### config.mk
export PLATFORM = sky130hd
export DESIGN_NAME = mul4_seq
export DESIGN_NICKNAME = d
export VERILOG_FILES = /design/src/rtl/mul4_seq_pkg.sv /design/src/rtl/mul4_seq_padd.sv /design/src/rtl/mul4_seq.sv
export SDC_FILE = /design/constraint.sdc
export NUM_CORES = 1
export LEC_CHECK = 0
export ABC_AREA = 1
export CAP_MARGIN = 20
export CORE_MARGIN = 5
export CORE_UTILIZATION = 39
export DETAILED_ROUTE_END_ITERATION = 7
export GPL_TIMING_DRIVEN = 1
export PLACE_DENSITY = 0.74
export RECOVER_POWER = 100
export SETUP_SLACK_MARGIN = 0.15
export SYNTH_ARGS = -nofsm -noshare
export SYNTH_HDL_FRONTEND = slang
export SYNTH_SLANG_ARGS = --single-unit
export TNS_END_PERCENT = 50
### constraint.sdc
create_clock -name clk -period 2.2 [get_ports clk]
set_input_delay 0.66 -clock clk [delete_from_list [all_inputs] [get_ports clk]]
set_output_delay 0.66 -clock clk [all_outputs]
set_load 0.05 [all_outputs]
### src/rtl/mul4_seq_pkg.sv
// Shared constants for the sequential 4x4 shift-add multiplier.
//   IDLE/CALC/DONE : FSM state encodings (2-bit)
//   ITERS          : shift-add iterations per product
//   W              : operand width, fixed by the padd datapath
package mul4_seq_pkg;

  localparam logic [1:0] IDLE = 2'd0;
  localparam logic [1:0] CALC = 2'd1;
  localparam logic [1:0] DONE = 2'd2;

  localparam int unsigned ITERS = 4;
  localparam int unsigned W     = 4;

endpackage

### src/rtl/mul4_seq_padd.sv
// 4-bit ripple-carry adder shared by the multiplier datapath.
//   a, b : addends
//   cin  : carry in
//   s    : sum
//   cout : carry out
module padd (
  input  logic [3:0] a,
  input  logic [3:0] b,
  input  logic       cin,
  output logic [3:0] s,
  output logic       cout
);

  logic [4:0] c;

  assign c[0] = cin;

  for (genvar i = 0; i < 4; i++) begin : g_fa
    assign s[i]   = a[i] ^ b[i] ^ c[i];
    assign c[i+1] = (a[i] & b[i]) | (c[i] & (a[i] ^ b[i]));
  end

  assign cout = c[4];

endmodule

### src/rtl/mul4_seq.sv
// Sequential 4x4 unsigned shift-add multiplier with valid/ready on both sides.
// One padd instance is reused over four iterations; fixed 4-edge latency.
//   clk       : clock, rising edge
//   rst       : synchronous active-high reset
//   in_valid  : operand pair presented
//   in_ready  : accepting operands (IDLE only)
//   a, b      : multiplicand, multiplier
//   out_valid : p holds a completed product (DONE only)
//   out_ready : consumer accepts the product
//   p         : registered product a*b
module mul4_seq
  import mul4_seq_pkg::*;
(
  input  logic         clk,
  input  logic         rst,
  input  logic         in_valid,
  output logic         in_ready,
  input  logic [W-1:0] a,
  input  logic [W-1:0] b,
  output logic         out_valid,
  input  logic         out_ready,
  output logic [7:0]   p
);

  logic [1:0]   state_q, state_d;
  logic [W-1:0] m_q, m_d;
  logic [W-1:0] a_q, a_d;
  logic [W-1:0] q_q, q_d;
  logic [1:0]   cnt_q, cnt_d;
  logic [7:0]   p_q, p_d;

  logic [W-1:0] sum;
  logic         carry;

  padd u_padd (
    .a    (a_q),
    .b    (m_q),
    .cin  (1'b0),
    .s    (sum),
    .cout (carry)
  );

  always_comb begin
    state_d = state_q;
    m_d     = m_q;
    a_d     = a_q;
    q_d     = q_q;
    cnt_d   = cnt_q;
    p_d     = p_q;
    case (state_q)
      IDLE: begin
        if (in_valid) begin
          m_d     = a;
          q_d     = b;
          a_d     = '0;
          cnt_d   = '0;
          state_d = CALC;
        end
      end
      CALC: begin
        // Right-shift of {carry, A(+M), Q}; the adder carry lands in A[3].
        if (q_q[0]) begin
          {a_d, q_d} = {carry, sum, q_q[3:1]};
        end else begin
          {a_d, q_d} = {1'b0, a_q, q_q[3:1]};
        end
        cnt_d = cnt_q + 2'd1;
        if (cnt_q == 2'(ITERS - 1)) begin
          p_d     = {a_d, q_d};
          state_d = DONE;
        end
      end
      DONE: begin
        if (out_ready) begin
          state_d = IDLE;
        end
      end
      default: state_d = IDLE;
    endcase
  end

  always_ff @(posedge clk) begin
    if (rst) begin
      state_q <= IDLE;
      m_q     <= '0;
      a_q     <= '0;
      q_q     <= '0;
      cnt_q   <= '0;
      p_q     <= '0;
    end else begin
      state_q <= state_d;
      m_q     <= m_d;
      a_q     <= a_d;
      q_q     <= q_d;
      cnt_q   <= cnt_d;
      p_q     <= p_d;
    end
  end

  assign in_ready  = (state_q == IDLE);
  assign out_valid = (state_q == DONE);
  assign p         = p_q;

endmodule

==> results of run 1 <==
worst max-delay path, cell delays in order, from the launching register on:
cell and delay (ns):
sky130_fd_sc_hd__dfxtp_2 0.36, sky130_fd_sc_hd__ha_4 0.15, sky130_fd_sc_hd__inv_2 0.05, sky130_fd_sc_hd__fa_2 0.18, sky130_fd_sc_hd__inv_1 0.05, sky130_fd_sc_hd__fa_2 0.33, sky130_fd_sc_hd__fa_1 0.43, sky130_fd_sc_hd__inv_1 0.08
sky130_fd_sc_hd__nand2_2 0.05, sky130_fd_sc_hd__o21ai_1 0.08, sky130_fd_sc_hd__nand2_1 0.07, sky130_fd_sc_hd__o21ai_1 0.09, sky130_fd_sc_hd__nor2_1 0.05
repair_timing:
action,CTS,global route
resized for setup,9,10
setup endpoints to repair,10,6
pin swaps,1,3
where the power goes:
part	internal (mW)	total (mW)	switching, mW
clock	0.101	0.225	0.124
combinational	0.0484	0.113	0.0651
sequential	0.454	0.474	0.0195
registers in the layout (all words and copies together) (netlist names):
| name | flops |
|---|---|
| a_q | 4 |
| cnt_q | 2 |
| m_q | 4 |
| p | 8 |
| q_q | 4 |
| state_q | 2 |
cell usage after synthesis:
cell type	count
sky130_fd_sc_hd__and2_1	1
sky130_fd_sc_hd__nor2_1	15
sky130_fd_sc_hd__o211ai_1	3
sky130_fd_sc_hd__nand3_1	3
sky130_fd_sc_hd__nand2_2	1
sky130_fd_sc_hd__fa_1	3
sky130_fd_sc_hd__clkbuf_1	2
sky130_fd_sc_hd__a21oi_1	15
sky130_fd_sc_hd__nor2_2	2
sky130_fd_sc_hd__dfxtp_1	24
sky130_fd_sc_hd__ha_1	2
sky130_fd_sc_hd__inv_1	18
sky130_fd_sc_hd__buf_4	1
sky130_fd_sc_hd__buf_2	2
sky130_fd_sc_hd__o21ai_0	14
sky130_fd_sc_hd__nand2_1	41
logic make-up (layout without fill, tap and decap cells):
kind of cell	count (synthesis)	in the layout
flops	24	24
compound gates	32	32
fa+ha+maj	5	5
simple gates	63	63
buf+inv	23	46
final timing paths:
check	start	cells past startpoint	slack, ns	end
setup reg to reg	a_q[0]	12	0.13	p[6]
hold / removal	p[0]	2	0.47	p[0]
hold reg to reg	p[0]	2	0.47	p[0]
setup / recovery	a_q[0]	12	0.13	p[6]
metrics by stage:
step	utilization, %	hold slack (ns)
2_1_floorplan	-	0.429
3_3_place_gp	48.6	0.443
3_5_place_dp	48.6	0.455
4_1_cts	50.0	0.474
5_1_grt	49.4	0.499
6_report	49.4	0.472
routing by layer:
layer,vias up,GRT usage (%),part of all wire [%]
met1,464,12.6,42
li1,505,-,-
met2,16,22.8,54
met5,-,0,0
met3,2,1.98,2.7
met4,0,6.63,0.82
layout make-up:
cell class | count | area (um2) | area share, %
clock buffer | 4 | 36.3 | 2.71
sequential | 24 | 483 | 36.1
inverter | 18 | 67.6 | 5.05
tap | 31 | 38.8 | 2.90
timing repair buffer | 24 | 189 | 14.1
multi-input combinational | 100 | 523 | 39.1
==> results list, run 1 <==
- The first global-routing pass estimated 3.97 mm of wire.
* Buffers from clock root to sink, at most: 2
- Of the synthesized area, sequential elements account for 44.7%.
- Fmax achieved: 483 MHz
* Core area: 2710 um2
- Peak supply drop: 438 uV
* Number of clock buffers inserted by TritonCTS: 3
- Setup repair after global routing missed its margin: true
- Of the total synthesized cell area, the portion taken by full adders, half adders and majority gates is 7.91%.
- Dividing the detail-routed via count by the number of cells gives 4.91.
- In this run the worst path has a maximum fanout of 3.
- In this run the static leakage power is 0.562 nW.
* Slew Limit Fails: 0
- At the end of routability-driven placement, the weighted congestion stood at 0.837.
- Warnings, synthesis: 0
- Wirelength per Cell: 11.5 um
- Post-synthesis xor/xnor area fraction: 0%
- Endpoint arrival time on the critical path: 2.27 ns
* Antenna-violating nets left: 0
* Buffers added on ports: 21
- Summing the areas of all compound-gate instances in the mapped netlist gives 15.6% of the synthesized area.
- The net count of the finished layout is 188.
- The initialized floorplan defines 19 standard-cell rows.
- A synthesized cell averages 7.32 um2.
- Number of clock sinks: 24
* Power Density: 607 nW/um2
* Number of antenna violations at the first check in global routing: 0
- Chip height: 62.5 um
- The routed design could run at a clock period as short as 2.07 ns.
- Die W: 62.5 um
- Share of post-route cells with drive strength above 1: 10.6%
- STA classifies the critical path startpoint as a register.
* Ports: 22
- Summed over its instances, the top area cell type makes up 44.7% of the synthesized netlist area.
* Number of max-capacitance violations reported: 0
- Synthesis produced a netlist with a net count of 164.
- Post-synth cell types: 16
- Leftover overflow at the end of global routing: 0
- The path class of the tightest hold or removal check is reg2reg.
- Via count of the first global-routing pass: 1,002
* Post-synthesis simple-gate area fraction: 23.3%
* Die footprint: 3910 um2
- Leading cell type in the layout, fill and taps excluded: sky130_fd_sc_hd__nand2_1
- CTS built an H-tree with a depth of 1.
- Final number of setup-violating endpoints: 0
- Half-perimeter wire length after placement: 1.78 mm
- The number of antenna diodes in the final layout is 0.
- Number of design-rule violations left by the first detailed-router iteration: 26
- The final hold violation count was 0.
- DRC violation count after routing: 0
- The area growth from synthesis to layout is 24.3%.
* Drt first pass iters: 4
- For the pin with the worst max-slew slack, the measured transition is 0.603 ns.
- The final route contains 987 vias.
- In the synthesized netlist, mux cells make up 0% of the area.
- Fill cells in the final layout number 286.
- In this run the tightest slew margin relative to its limit is 60.0%.
- Across all setup checks in the final design, the least slack found is 0.131 ns.
- Summing all placed instances gives a cell area of 1320 um2.
- Final clock skew: 0.00467 ns
* Synth area leaders: sky130_fd_sc_hd__dfxtp_1 (45%), sky130_fd_sc_hd__nand2_1 (14%), sky130_fd_sc_hd__a21oi_1 (7.0%), sky130_fd_sc_hd__o21ai_0 (6.5%), sky130_fd_sc_hd__inv_1 (6.3%)
- Leaving out fill and tap cells, the most frequent cells in the layout are sky130_fd_sc_hd__nand2_1 (40), sky130_fd_sc_hd__dfxtp_1 (22), sky130_fd_sc_hd__inv_1 (17).
* Final-layout setup total negative slack: 0 ns
- Data on the critical path is required at its endpoint by 2.40 ns.
- The synthesized design contains 24 register bits.
* Effective utilization at floorplan: 39.7%
* Crit. End Element: register
- CTS Root Buffer Type: sky130_fd_sc_hd__clkbuf_4
* Final Instance Count excl. Fillers: 201
- The number of hold buffers added after CTS was 0.
- Wires add up to 2.31 mm.
- Total setup buffers inserted after CTS: 0
- In this run the cell area of the synthesized design comes to 1080 um2.
- By area, the combinational part of the netlist is dominated by simple AND/OR/NAND/NOR gates.
* Critical setup path kind: reg2reg
- Outcome: finished, final reports clean
* Total Routing Usage GR: 12.2%
- Clock-pin slew was measured on the worst setup and hold paths at 0.13 ns.
* Cell type with the highest aggregate area in the netlist: sky130_fd_sc_hd__dfxtp_1
- Post-synthesis cell count: 147
- After detailed placement, the design holds a cell count of 197.
* TritonCTS clock tree: yes
* Period utilization: 94.0%
- With fillers left out, the area of the finished cells amounts to 1340 um2.
- Total power: 812 uW
- Timing analysis after detailed placement gives a worst setup slack of 0.0850 ns.
* Pin count of the biggest net entering global routing: 14
- Clock latency on the worst-skew pair, taken at its later pin, is 0.31 ns.
Note: power is estimated with default switching activity, not from simulation.
==> run 2, diff against run 1 <==
- CAP_MARGIN: 20 -> default
==> results of run 2 <==
No change in the layout: final DEF, timing and power equal those of run 1.
